===== src/rtl/megarom_pkg.sv =====
// megarom_pkg: shared types and constants
// for the MSX MegaROM mapper slice.
package megarom_pkg;

  typedef enum logic [1:0] {
    IDLE,
    RD_REQ,
    RD_HOLD,
    WR_REQ
  } state_t;

  localparam logic [15:0] PAGE1_BASE = 16'h4000;
  localparam logic [15:0] PAGE2_BASE = 16'h8000;

  typedef logic [7:0] bank_reg_t;

endpackage


===== src/rtl/megarom_mapper_if.sv =====
// megarom_mapper_if: single-outstanding
// req/ack RAM port of the mapper.
interface megarom_mapper_if #(
  parameter int RAM_AW = 24
);

  logic              MEM_REQ;
  logic              MEM_WE;
  logic [RAM_AW-1:0] MEM_ADDR;
  logic [7:0]        MEM_WDATA;
  logic              MEM_ACK;
  logic [7:0]        MEM_RDATA;

  modport master (
    output MEM_REQ, MEM_WE,
    output MEM_ADDR, MEM_WDATA,
    input  MEM_ACK, MEM_RDATA
  );

  modport slave (
    input  MEM_REQ, MEM_WE,
    input  MEM_ADDR, MEM_WDATA,
    output MEM_ACK, MEM_RDATA
  );

endinterface


===== src/rtl/megarom_bank_decode.sv =====
// megarom_bank_decode: bank-register address
// match plus bank index/offset split.
module megarom_bank_decode
  import megarom_pkg::*;
(
  input  logic [15:0] addr,
  input  logic [15:0] reg_addr [4],
  input  logic [15:0] addr_mask,
  input  logic        is_16k,
  output logic [3:0]  hit,
  output logic [1:0]  idx,
  output logic [13:0] offset
);

  // match all four registers; split address
  always_comb begin
    hit = 4'b0000;
    for (int i = 0; i < 4; i++) begin
      hit[i] = ((addr ^ reg_addr[i])
               & ~addr_mask) == 16'h0000;
    end
    if (is_16k) begin
      idx    = {1'b0, addr[15]};
      offset = addr[13:0];
    end else begin
      idx    = addr[14:13] ^ 2'b10;
      offset = {1'b0, addr[12:0]};
    end
  end

endmodule


===== src/rtl/megarom_mapper.sv =====
// megarom_mapper: MSX MegaROM bank registers
// and Z80-to-RAM access sequencer.
module megarom_mapper
  import megarom_pkg::*;
#(
  parameter int RAM_AW = 24
) (
  input  logic              CLK,
  input  logic              RESET,
  input  logic              BUS_RESET_n,
  input  logic              SLTSL_n,
  input  logic              MERQ_n,
  input  logic              RD_n,
  input  logic              WR_n,
  input  logic [15:0]       ADDR,
  input  logic [7:0]        DIN,
  output logic [7:0]        DOUT,
  output logic              BUSDIR_n,
  output logic              WAIT_n,
  input  logic [15:0]       BANK_REG_ADDR [4],
  input  logic [15:0]       BANK_REG_ADDR_MASK,
  input  logic [7:0]        BANK_REG_MASK,
  input  logic [7:0]        BANK_REG_INIT [4],
  input  logic              WRITE_PROTECT,
  input  logic              IS_16K_BANK,
  input  logic              CS1_MASK,
  input  logic              CS2_MASK,
  input  logic [RAM_AW-1:0] MEM_TOP_ADDR,
  megarom_mapper_if.master  mem
);

  state_t            state_q, state_d;
  logic              rd_q, rd_d;
  logic              wr_q, wr_d;
  bank_reg_t         bank_q [4];
  bank_reg_t         bank_d [4];
  logic [7:0]        dout_q, dout_d;
  logic              busdir_n_q, busdir_n_d;
  logic              wait_n_q, wait_n_d;
  logic              req_q, req_d;
  logic              we_q, we_d;
  logic [RAM_AW-1:0] maddr_q, maddr_d;
  logic [7:0]        wdata_q, wdata_d;
  logic              pend_v_q, pend_v_d;
  logic [RAM_AW-1:0] pend_addr_q, pend_addr_d;
  logic [7:0]        pend_data_q, pend_data_d;
  logic              abort_q, abort_d;

  logic [3:0]        hit;
  logic [1:0]        idx;
  logic [13:0]       offset;
  logic [21:0]       rel;
  logic [RAM_AW-1:0] acc_addr;
  logic              rd_ev, wr_ev;
  logic              in_page, rd_go, wr_go;

  megarom_bank_decode u_dec (
    .addr      (ADDR),
    .reg_addr  (BANK_REG_ADDR),
    .addr_mask (BANK_REG_ADDR_MASK),
    .is_16k    (IS_16K_BANK),
    .hit       (hit),
    .idx       (idx),
    .offset    (offset)
  );

  // Event = strobe assertion edge.
  assign rd_d  = !SLTSL_n && !MERQ_n && !RD_n;
  assign wr_d  = !SLTSL_n && !MERQ_n && !WR_n;
  assign rd_ev = rd_d && !rd_q;
  assign wr_ev = wr_d && !wr_q;

  assign in_page =
    (ADDR[15:14] == PAGE1_BASE[15:14]
     && !CS1_MASK) ||
    (ADDR[15:14] == PAGE2_BASE[15:14]
     && !CS2_MASK);

  assign rd_go = rd_ev && in_page
                 && BUS_RESET_n;
  assign wr_go = wr_ev && in_page
                 && (hit == 4'b0000)
                 && !WRITE_PROTECT
                 && BUS_RESET_n;

  assign rel = IS_16K_BANK
    ? {bank_q[idx], offset}
    : {1'b0, bank_q[idx], offset[12:0]};
  assign acc_addr =
    MEM_TOP_ADDR + RAM_AW'(rel);

  // Bank registers and access sequencer.
  always_comb begin
    state_d     = state_q;
    bank_d      = bank_q;
    dout_d      = dout_q;
    busdir_n_d  = busdir_n_q;
    wait_n_d    = wait_n_q;
    req_d       = req_q;
    we_d        = we_q;
    maddr_d     = maddr_q;
    wdata_d     = wdata_q;
    pend_v_d    = pend_v_q;
    pend_addr_d = pend_addr_q;
    pend_data_d = pend_data_q;
    abort_d     = abort_q;

    if (!BUS_RESET_n) begin
      bank_d = BANK_REG_INIT;
    end else if (wr_ev) begin
      for (int i = 0; i < 4; i++) begin
        if (hit[i]) begin
          bank_d[i] = DIN & BANK_REG_MASK;
        end
      end
    end

    unique case (state_q)
      IDLE: begin
        abort_d = 1'b0;
        if (pend_v_q) begin
          state_d  = WR_REQ;
          req_d    = 1'b1;
          we_d     = 1'b1;
          maddr_d  = pend_addr_q;
          wdata_d  = pend_data_q;
          pend_v_d = 1'b0;
        end else if (rd_go) begin
          state_d  = RD_REQ;
          req_d    = 1'b1;
          we_d     = 1'b0;
          maddr_d  = acc_addr;
          wait_n_d = 1'b0;
        end else if (wr_go) begin
          state_d  = WR_REQ;
          req_d    = 1'b1;
          we_d     = 1'b1;
          maddr_d  = acc_addr;
          wdata_d  = DIN;
        end
      end
      RD_REQ: begin
        if (!BUS_RESET_n) begin
          abort_d  = 1'b1;
          wait_n_d = 1'b1;
        end
        if (mem.MEM_ACK) begin
          req_d    = 1'b0;
          wait_n_d = 1'b1;
          if (abort_q || !BUS_RESET_n) begin
            state_d = IDLE;
          end else begin
            state_d    = RD_HOLD;
            dout_d     = mem.MEM_RDATA;
            busdir_n_d = 1'b0;
          end
        end
      end
      RD_HOLD: begin
        if (!rd_d || !BUS_RESET_n) begin
          state_d    = IDLE;
          busdir_n_d = 1'b1;
        end
      end
      WR_REQ: begin
        if (!BUS_RESET_n) begin
          pend_v_d = 1'b0;
        end else if (wr_go && !pend_v_q) begin
          pend_v_d    = 1'b1;
          pend_addr_d = acc_addr;
          pend_data_d = DIN;
        end
        if (mem.MEM_ACK) begin
          req_d   = 1'b0;
          state_d = IDLE;
        end
      end
      default: state_d = IDLE;
    endcase
  end

  // State registers with synchronous reset.
  always_ff @(posedge CLK) begin
    if (RESET) begin
      state_q     <= IDLE;
      rd_q        <= 1'b0;
      wr_q        <= 1'b0;
      bank_q      <= BANK_REG_INIT;
      dout_q      <= 8'h00;
      busdir_n_q  <= 1'b1;
      wait_n_q    <= 1'b1;
      req_q       <= 1'b0;
      we_q        <= 1'b0;
      maddr_q     <= '0;
      wdata_q     <= 8'h00;
      pend_v_q    <= 1'b0;
      pend_addr_q <= '0;
      pend_data_q <= 8'h00;
      abort_q     <= 1'b0;
    end else begin
      state_q     <= state_d;
      rd_q        <= rd_d;
      wr_q        <= wr_d;
      bank_q      <= bank_d;
      dout_q      <= dout_d;
      busdir_n_q  <= busdir_n_d;
      wait_n_q    <= wait_n_d;
      req_q       <= req_d;
      we_q        <= we_d;
      maddr_q     <= maddr_d;
      wdata_q     <= wdata_d;
      pend_v_q    <= pend_v_d;
      pend_addr_q <= pend_addr_d;
      pend_data_q <= pend_data_d;
      abort_q     <= abort_d;
    end
  end

  assign DOUT          = dout_q;
  assign BUSDIR_n      = busdir_n_q;
  assign WAIT_n        = wait_n_q;
  assign mem.MEM_REQ   = req_q;
  assign mem.MEM_WE    = we_q;
  assign mem.MEM_ADDR  = maddr_q;
  assign mem.MEM_WDATA = wdata_q;

endmodule


===== src/flat_wrapper.sv =====
// flat-port wrapper written by rule: the top's interface ports become plain ports
module megarom_mapper_flat import megarom_pkg::*;
#(
  parameter int RAM_AW = 24
)
  (CLK, RESET, BUS_RESET_n, SLTSL_n, MERQ_n, RD_n, WR_n, ADDR, DIN, DOUT, BUSDIR_n, WAIT_n, BANK_REG_ADDR, BANK_REG_ADDR_MASK, BANK_REG_MASK, BANK_REG_INIT, WRITE_PROTECT, IS_16K_BANK, CS1_MASK, CS2_MASK, MEM_TOP_ADDR, mem_MEM_REQ, mem_MEM_WE, mem_MEM_ADDR, mem_MEM_WDATA, mem_MEM_ACK, mem_MEM_RDATA);
  megarom_mapper_if #(.RAM_AW(RAM_AW)) mem_i ();
  input  logic CLK;
  input  logic RESET;
  input  logic BUS_RESET_n;
  input  logic SLTSL_n;
  input  logic MERQ_n;
  input  logic RD_n;
  input  logic WR_n;
  input  logic [15:0] ADDR;
  input  logic [7:0] DIN;
  output logic [7:0] DOUT;
  output logic BUSDIR_n;
  output logic WAIT_n;
  input  logic [15:0] BANK_REG_ADDR[4];
  input  logic [15:0] BANK_REG_ADDR_MASK;
  input  logic [7:0] BANK_REG_MASK;
  input  logic [7:0] BANK_REG_INIT[4];
  input  logic WRITE_PROTECT;
  input  logic IS_16K_BANK;
  input  logic CS1_MASK;
  input  logic CS2_MASK;
  input  logic [RAM_AW-1:0] MEM_TOP_ADDR;
  output wire logic [$bits(mem_i.MEM_REQ)-1:0] mem_MEM_REQ;
  output wire logic [$bits(mem_i.MEM_WE)-1:0] mem_MEM_WE;
  output wire logic [$bits(mem_i.MEM_ADDR)-1:0] mem_MEM_ADDR;
  output wire logic [$bits(mem_i.MEM_WDATA)-1:0] mem_MEM_WDATA;
  input wire logic [$bits(mem_i.MEM_ACK)-1:0] mem_MEM_ACK;
  input wire logic [$bits(mem_i.MEM_RDATA)-1:0] mem_MEM_RDATA;
  assign mem_MEM_REQ = mem_i.MEM_REQ;
  assign mem_MEM_WE = mem_i.MEM_WE;
  assign mem_MEM_ADDR = mem_i.MEM_ADDR;
  assign mem_MEM_WDATA = mem_i.MEM_WDATA;
  assign mem_i.MEM_ACK = mem_MEM_ACK;
  assign mem_i.MEM_RDATA = mem_MEM_RDATA;
  megarom_mapper #(.RAM_AW(RAM_AW)) u_core (.CLK(CLK), .RESET(RESET), .BUS_RESET_n(BUS_RESET_n), .SLTSL_n(SLTSL_n), .MERQ_n(MERQ_n), .RD_n(RD_n), .WR_n(WR_n), .ADDR(ADDR), .DIN(DIN), .DOUT(DOUT), .BUSDIR_n(BUSDIR_n), .WAIT_n(WAIT_n), .BANK_REG_ADDR(BANK_REG_ADDR), .BANK_REG_ADDR_MASK(BANK_REG_ADDR_MASK), .BANK_REG_MASK(BANK_REG_MASK), .BANK_REG_INIT(BANK_REG_INIT), .WRITE_PROTECT(WRITE_PROTECT), .IS_16K_BANK(IS_16K_BANK), .CS1_MASK(CS1_MASK), .CS2_MASK(CS2_MASK), .MEM_TOP_ADDR(MEM_TOP_ADDR), .mem(mem_i));
endmodule

===== config.mk =====
export PLATFORM = sky130hd
export DESIGN_NAME = megarom_mapper_flat
export DESIGN_NICKNAME = d
export VERILOG_FILES = /design/src/rtl/megarom_pkg.sv /design/src/rtl/megarom_mapper_if.sv /design/src/rtl/megarom_bank_decode.sv /design/src/rtl/megarom_mapper.sv /design/src/flat_wrapper.sv
export SDC_FILE = /design/constraint.sdc
export NUM_CORES = 1
export LEC_CHECK = 0
export CAP_MARGIN = 20
export CORE_ASPECT_RATIO = 1.25
export CORE_UTILIZATION = 39
export DETAILED_ROUTE_END_ITERATION = 16
export PLACE_DENSITY_LB_ADDON = 0.15
export SYNTH_ARGS = -nofsm -noshare
export SYNTH_HDL_FRONTEND = slang
export SYNTH_SLANG_ARGS = --single-unit

===== constraint.sdc =====
create_clock -name CLK -period 4.6 [get_ports CLK]
set_input_delay 1.15 -clock CLK [delete_from_list [all_inputs] [get_ports CLK]]
set_output_delay 1.15 -clock CLK [all_outputs]
set_load 0.005 [all_outputs]

-- After elaboration in Yosys (flattened, before gate mapping)
Cells that the tools add are included.
- register bits: 114
- input bits: 188
- logic and storage cells: 158
- $add $sub $neg: 1
- $lt $le $gt $ge: 1
- equality and inequality tests: 22
- mux-type cells: 47
- bitwise logic cells: 13
- reductions and logical operators: 56
- operator list (kind ; number):
    32-bit 2-to-1 mux ; 3
    24-bit 2-to-1 mux ; 3
    8-bit 2-to-1 mux ; 9
    16-bit bitwise AND ; 4
    16-bit zero test ; 4
    16-bit bitwise XOR ; 4
    24-bit by 22-bit adder with 24-bit output ; 1
    22-bit 2-to-1 mux ; 1
    3-bit by 2-bit inequality test with 1-bit output (second input constant) ; 6
    8-bit binary-select mux with 2-bit select ; 1
    2-bit 2-to-1 mux ; 8
    16-bit NOT ; 1
    1-bit 2-to-1 mux ; 15
    1-bit logical AND ; 14
    14-bit 2-to-1 mux ; 1
    2-bit AND reduction ; 7
    1-bit zero test ; 12
    3-bit AND reduction ; 4
    4-bit AND reduction ; 3
    2-bit inequality test (second input constant) ; 5
    1-bit case mux with 2 select lines ; 5
    2-bit nonzero test ; 5
    8-bit bitwise AND ; 1
    2-bit by 1-bit inequality test with 1-bit output (second input constant) ; 4
    other kinds (13) ; 19

-- Depth between registers and ports, before layout
Gate-level depths: netlist (run 1).
- word-level depth: 12
- depth in mapped cells: 14

-- Cells and area by module
A second synthesis (run 1) with hierarchy kept.
- cells, all modules: 858
- area, all modules: 7352.1 µm²
- by module, submodules not included (module ; times used ; cells each ; area each (µm²) ; sequential area each (µm²)):
    megarom_mapper ; 1 ; 718 ; 6293.5 ; 2602.5
    megarom_bank_decode ; 1 ; 140 ; 1058.5 ; 0.0

-- Worst setup path after synthesis (run 1)
No wires, ideal clock.
- path type: input to register
- from: input port IS_16K_BANK
- to: register u_core.maddr_q[23], in the netlist u_core.mem.MEM_ADDR[23]
- arrival time: 4.628 ns
- setup slack: -0.161 ns
- stages: 13
- cells stage by stage: clkbuf_1 > nor2_1 > mux4_2 > mux2_2 > ha_1 > a21oi_1 > o21ai_0 > o41ai_1 > o22ai_1 > o31a_1 > o21ai_0 > xor2_1 > o221ai_1
- cells in the longest elaborated chain, start to end: 10
- ends and longest elaborated chain (what ; RTL line ; text):
    start, declared ; flat_wrapper.sv:25 ; input logic IS_16K_BANK;
    2-bit 2-to-1 mux ; megarom_bank_decode.sv:22 ; if (is_16k) begin
    2-bit NOT with 3-bit output (not written as such) ; megarom_mapper.sv:87, megarom_mapper.sv:88 ;
    8-bit binary-select mux with 2-bit select ; megarom_mapper.sv:87, megarom_mapper.sv:88 ;
    8-bit 2-to-1 mux (not written as such) (2 in series) ; megarom_mapper.sv:87, megarom_mapper.sv:88 ;
    22-bit 2-to-1 mux * ; megarom_mapper.sv:87 ; ? {bank_q[idx], offset}
    24-bit by 22-bit adder with 24-bit output * ; megarom_mapper.sv:90 ; MEM_TOP_ADDR + RAM_AW'(rel);
    24-bit 2-to-1 mux ; megarom_mapper.sv:134 ; end else if (wr_go) begin
    24-bit 2-to-1 mux * ; megarom_mapper.sv:128 ; end else if (rd_go) begin
    24-bit 2-to-1 mux * ; megarom_mapper.sv:121 ; if (pend_v_q) begin
    end signal, assigned ; megarom_mapper.sv:210 ; maddr_q <= maddr_d;
    end, declared ; megarom_mapper.sv:42 ; logic [RAM_AW-1:0] maddr_q, maddr_d;
Mark *: on every way between the ends. The rest lies on a longest branch, timed or not. The select of a mux whose other input is x is not followed.
A chain may end at the register's enable or synchronous reset.

-- Final worst setup path (run 1)
- from: input port ADDR[14]
- to: register u_core.pend_addr_q[23]
- cells in the longest elaborated chain, start to end: 9
- ends and longest elaborated chain (what ; RTL line ; text):
    start, declared ; flat_wrapper.sv:15 ; input logic [15:0] ADDR;
    branches (longest 9 deep; another with 24-bit by 22-bit adder with 24-bit output) ; - ;
    end signal, assigned ; megarom_mapper.sv:213 ; pend_addr_q <= pend_addr_d;
    end, declared ; megarom_mapper.sv:45 ; logic [RAM_AW-1:0] pend_addr_q, pend_addr_d;
Several ways; the timed one is not identified. The select of a mux whose other input is x is not followed.

==> results.yml, run 1 <==
placed_design:
  dp_hpwl_microns: 16800
  port_buffers: 231
  gp_congestion: 0.864
  dp_slack_ns: -0.390
global_routing:
  grt_max_degree: 79
  gr-total-overflow: 0
  antenna_found_initial: 0
  grt_pass1_wl_microns: 33500
  grt.total_usage_pct: 22.8
  grt_pass1_vias: 6729
power_and_ir_drop:
  ir_drop_uv: 283
  leakagePower_uw: 0.00391
  powerDensity_nw_per_um2: 323
min_path:
  hold_class: "register to register"
floorplan:
  fp.dieH_microns: 154
  dieArea_sq_um: 19000
  die_x_microns: 124
  ioPinCount: 232
  rows: 55
  initial_utilization_pct: 39.8
  design.core.area_sq_um: 18100
timing:
  whs_ns: 0.451
  finClkSkew_ns: 0.0130
  rsz0062_at_grt: "false"
  maxSlewViolCount: 0
  period_minus_slack_ns: 4.36
  fin_ws_ns: 0.244
  max_freq_mhz: 230
  worstMarginPinSlew_ns: 0.872
  relSlewSlack_pct: 41.8
  finalSetupViolations: 0
  hold_viol: 0
  finalCritPeriodShare_pct: 94.7
routing:
  wl_per_cell_microns: 16.2
  viasPerCell: 5.19
  drtPass1Iterations: 5
  finalWirelength_microns: 21100
  drc_errors: 0
  antenna_left: 0
  drtIter0Drc: 340
  vias: 6735
clock_tree:
  cts_root_buf: "clkbuf_16"
  cts_buffer_depth: 2
  cts_buffers: 17
  clk_latency_ns: 0.41
  cts_tree: "built"
  cts.sinks: 114
  htreeDepth: 4
  path_clk_slew_ns: 0.05
  cts_hold_buf: 0
synth:
  synthCells: 816
  avgSynthCellArea_sq_um: 8.82
  synth_top_area_cell: "dfxtp_1"
  yosys_warnings: 0
  synth_fp_nets: 1033
  synthArstFlopShare_pct: 0
  synthTopCellsByArea: "dfxtp_1, edfxtp_1, xnor2_1, nand2_1, mux2i_1"
  synth-seq-cells: 114
  synth_edf_count: 32
  ys.flop_type: "dfxtp_1"
  netlist.area_leader.share_pct: 22.8
  yosysSeqAreaShare_pct: 36.2
  synth_area_sq_um: 7200
  synth.distinct_cells: 66
worst_setup_path:
  arrival_ns: 4.66
  cp_data_required_time_ns: 4.91
  critical_path_class: "primary input to register"
  cp-end-kind: "register"
  cp_max_fo: 3
  startpoint_type: "primary input"
layout:
  synthToLayoutAreaGrowth_pct: 45.5
  final_cell_mix: "clkdlybuf4s50_1, nand2_1, dfxtp_1"
  fill_cells: 1618
  regArea_sq_um: 2600
  final_core_util_pct: 57.9
  antenna_cells: 0
  nets: 1273
  multi_input_area_sq_um: 4290
  layout_commonest_cell: "clkdlybuf4s50_1"
  layout-drive-gt1-share_pct: 10.6
flow_run:
  drv_cap: 0
run_status:
  status: "complete, no violations"
==> metal layers <==
layer | wire [microns] | vias up | part of all wire [%] | global-route usage [%]
li1 | - | 3417 | - | -
met1 | 8990 | 3063 | 43 | 28.4
met2 | 10100 | 211 | 48 | 37.1
met3 | 1260 | 44 | 6.0 | 5.23
met4 | 741 | 0 | 3.5 | 9.93
met5 | 0 | - | 0 | 0
==> kinds of logic after synthesis <==
| kind of cell | after synthesis | synth area share (%) |
|---|---|---|
| and+or+nand+nor | 275 | 17.0 |
| xor gates and xnor gates | 83 | 10.1 |
| muxes | 57 | 9.49 |
| AOI/OAI and AO/OA | 183 | 17.5 |
| DFF | 114 | 36.2 |
| adders and majority gates | 29 | 5.15 |
| buffers and inverters | 75 | 4.55 |
==> stage by stage <==
step	setup TNS (ns)	power (uW)	instances	cell area, sq um
2_1_floorplan	0	1750	816	7200
3_3_place_gp	-1.19	2150	1263	9880
3_5_place_dp	-2.37	2170	1263	9880
4_1_cts	0	3400	1295	10400
5_1_grt	0	3560	1297	10500
6_report	0	3390	1297	10500
==> timing repair <==
action                                  4_1_cts  5_1_grt
buffers inserted                              0        1
gates resized for setup                       0        4
endpoints found under the setup margin        0        8
==> state kept, by name, summed over array words and instances, names as in the netlist <==
register,count
u_core.bank_q,32
u_core.mem.MEM_ADDR,24
u_core.pend_addr_q,24
u_core.DOUT,8
u_core.mem.MEM_WDATA,8
u_core.pend_data_q,8
u_core.state_q,2
u_core.BUSDIR_n,1
u_core.WAIT_n,1
u_core.abort_q,1
u_core.mem.MEM_REQ,1
u_core.mem.MEM_WE,1
u_core.pend_v_q,1
u_core.rd_q,1
u_core.wr_q,1
==> worst max-delay path, cell delays in order <==
cell	delay, ns
clkdlybuf4s50_1	0.46
nor2_4	0.16
buf_4	0.15
mux4_2	0.50
mux2_2	0.30
ha_1	0.30
nand2_1	0.07
buf_4	0.14
nor4_2	0.24
o211ai_1	0.19
a211oi_2	0.29
o31a_1	0.18
o21ai_0	0.10
xor2_1	0.17
a211oi_1	0.26
==> synth_stat cells (3+ instances only) <==
cell type    n
a211oi_1    25
a21o_1       6
a21oi_1     41
a221oi_1     9
a311oi_2     6
a31oi_1      3
buf_2        4
buf_6        5
clkbuf_1    40
dfxtp_1     82
edfxtp_1    32
ha_1        28
inv_1       22
mux2_2      10
mux2i_1     39
mux4_2       8
nand2_1    127
nand2b_1     8
nand3_1     15
nand4_1      3
nor2_1      82
nor2b_1      3
nor3_1       6
nor4_1      12
o21ai_0     24
o22ai_1     36
o32ai_1      8
xnor2_1     73
xor2_1      10
==> path summary, 6_finish.rpt <==
check / from / endpoint / slack, ns / depth (start not counted)
min: u_core.DOUT[2] / u_core.DOUT[2] / 0.45 / 2
max reg2reg: u_core.bank_q[0] / u_core.mem.MEM_ADDR[23] / 1.30 / 12
min reg2reg: u_core.DOUT[2] / u_core.DOUT[2] / 0.45 / 2
max: ADDR[14] / u_core.pend_addr_q[23] / 0.24 / 15
==> where the power goes <==
group	leakage, uW	switching [uW]	internal [uW]
sequential	0.000993	32.1	1100
clock	0.000268	487	745
combinational	0.00265	519	509
total	0.00391	1040	2350
==> area by class of cell <==
class | count | share of cell area [%]
clock buffers | 17 | 4.06
clock inverters | 15 | 1.27
inverters | 23 | 0.824
multi-input cells | 627 | 40.9
flip-flops and latches | 114 | 24.8
well taps | 228 | 2.72
repair buffers | 273 | 25.4
(Power assumes the default switching activity.)
==> run 2: changes to the inputs <==
- GPL_TIMING_DRIVEN: default -> 0
==> results.yml, run 2 (synthesis results as in run 1) <==
run_status:
  status: "complete, no violations"
timing:
  finalSetupViolations: 0
  maxSlewViolCount: 0
  relSlewSlack_pct: 41.7
  rsz0062_at_grt: "false"
  max_freq_mhz: 228
  period_minus_slack_ns: 4.38
  whs_ns: 0.451
  finalCritPeriodShare_pct: 95.2
  finClkSkew_ns: 0.0153
  hold_viol: 0
  worstMarginPinSlew_ns: 0.866
  tns_ns: 0
layout:
  final_cell_mix: "clkdlybuf4s50_1, nand2_1, dfxtp_1"
  layout-drive-gt1-share_pct: 8.67
  layout_commonest_cell: "clkdlybuf4s50_1"
  largest_reg_flops: 32
  nets: 1288
  antenna_cells: 0
  synthToLayoutAreaGrowth_pct: 45.5
  regMostFlops: "u_core.bank_q"
  fill_cells: 1662
  final_core_util_pct: 57.9
global_routing:
  grt.total_usage_pct: 24.8
  antenna_found_initial: 0
  gr-total-overflow: 0
  grt_max_degree: 17
  grt_pass1_wl_microns: 35700
  grt_pass1_vias: 6847
worst_setup_path:
  critPathMaxStageDelay_ns: 0.53
  cp_top_family: "buffers and inverters"
  timing.critical_path.buf_inv: 4
  cp_max_fo: 10
  arrival_ns: 4.71
  cp-end-kind: "register"
  startpoint_type: "primary input"
  cp_data_required_time_ns: 4.93
  critical_path_class: "primary input to register"
  path_cells: "dlygate4sd2_1, clkbuf_8, nor2_4, buf_4, mux4_2, mux2_2, ha_1, clkbuf_1, nand2_1, nor2_1, and3_1, nand2_1, a211oi_2, o22ai_1, xor2_1, a211oi_1"
  crit_top_cell: "nand2_1"
  slowest_stage: "mux4_2"
min_path:
  hold_class: "register to register"
floorplan:
  initial_utilization_pct: 39.8
  die_x_microns: 124
  dieArea_sq_um: 19000
  rows: 55
  design.core.area_sq_um: 18100
  fp.dieH_microns: 154
  ioPinCount: 232
clock_tree:
  htreeDepth: 4
  path_clk_slew_ns: 0.06
  cts.sinks: 114
  cts_tree: "built"
  cts_buffer_depth: 2
  cts_root_buf: "clkbuf_16"
  cts_hold_buf: 0
  clk_latency_ns: 0.42
  cts_buffers: 17
power_and_ir_drop:
  pwr-share-clk_pct: 38.5
  powerDensity_nw_per_um2: 332
  switching_share_pct: 30.1
  p_sw_uw: 1050
  leakagePower_uw: 0.00383
  p_seq_share_pct: 32.4
  ir_drop_uv: 264
  intPower_uw: 2430
  p_comb_share_pct: 29.1
  p_total_uw: 3480
placed_design:
  port_buffers: 227
  gp_congestion: 0.879
  dp_hpwl_microns: 18300
routing:
  finalWirelength_microns: 22900
  drc_errors: 0
  antenna_left: 0
  viasPerCell: 5.24
  drtPass1Iterations: 5
  drtIter0Drc: 312
  vias: 6869
  wl_per_cell_microns: 17.4
flow_run:
  drv_cap: 0
[run 2: cell types whose count changed in the layout (fill, tap and decap cells not counted), moves of 3 or more]
cell             before  now
buf_2                 1    7
buf_4                39    7
buf_6                 0    5
clkbuf_1              0   41
clkdlybuf4s50_1     229  226
clkinv_4              3    0
[run 2: metal layers]
layer  vias up  global-route usage (%)  routed length (microns)
li1       3431                       -                        -
met2       230                    43.6                    11600
met3        42                    4.53                     1140
met1      3166                    29.0                     9440
met4         0                    10.3                      653
met5         -                       0                        0
[run 2: final cells by class]
type                       instances  area, sq um  share of cell area, %
timing repair buffer             236         2330                   22.3
buffer                            52          251                   2.40
tap                              228          285                   2.72
inverter                          23         86.3                  0.824
sequential                       114         2600                   24.9
clock inverter                    13          159                   1.52
clock buffer                      19          433                   4.13
multi-input combinational        627         4320                   41.3
[run 2: path summary, 6_finish.rpt]
| path | from | to | slack (ns) | cells after the start |
|---|---|---|---|---|
| worst max-delay path | IS_16K_BANK | u_core.pend_addr_q[22] | 0.22 | 16 |
| worst min-delay path | u_core.DOUT[1] | u_core.DOUT[1] | 0.45 | 2 |
| worst max register to register | u_core.bank_q[26] | u_core.mem.MEM_ADDR[17] | 1.38 | 12 |
| worst min register to register | u_core.DOUT[1] | u_core.DOUT[1] | 0.45 | 2 |
[run 2: power groups by stage]
| stage | registers [uW] | clock network [uW] | logic [uW] |
|---|---|---|---|
| final | 1120 | 1340 | 1010 |
| after global routing | 1130 | 1400 | 1110 |
| after CTS | 1130 | 1350 | 1010 |
| after detailed placement | 1150 | 0 | 985 |
| after global placement | 1140 | 0 | 974 |
| after floorplan | 1140 | 0 | 611 |
[run 2: tightest hold or removal path, delay by kind of cell, from the launching register on]
kind / cells / cell delay [ns]
DFF: 1 / 0.31
AOI/OAI and AO/OA: 1 / 0.05
and+or+nand+nor: 1 / 0.05
[run 2: timing repair]
item | 4_1_cts | 5_1_grt
setup endpoints to repair | 16 | 2
setup buffers | 4 | 1
pin swaps | 6 | 4
resized for setup | 16 | 1
[run 2: stage by stage]
stage	area, sq um	std cells	worst slack, ns
6_report	10500	1312	0.220
5_1_grt	10500	1312	0.00627
4_1_cts	10500	1311	0.182
3_5_place_dp	9780	1275	-1.15
3_3_place_gp	9760	1271	-1.12
2_1_floorplan	7200	816	0.0481
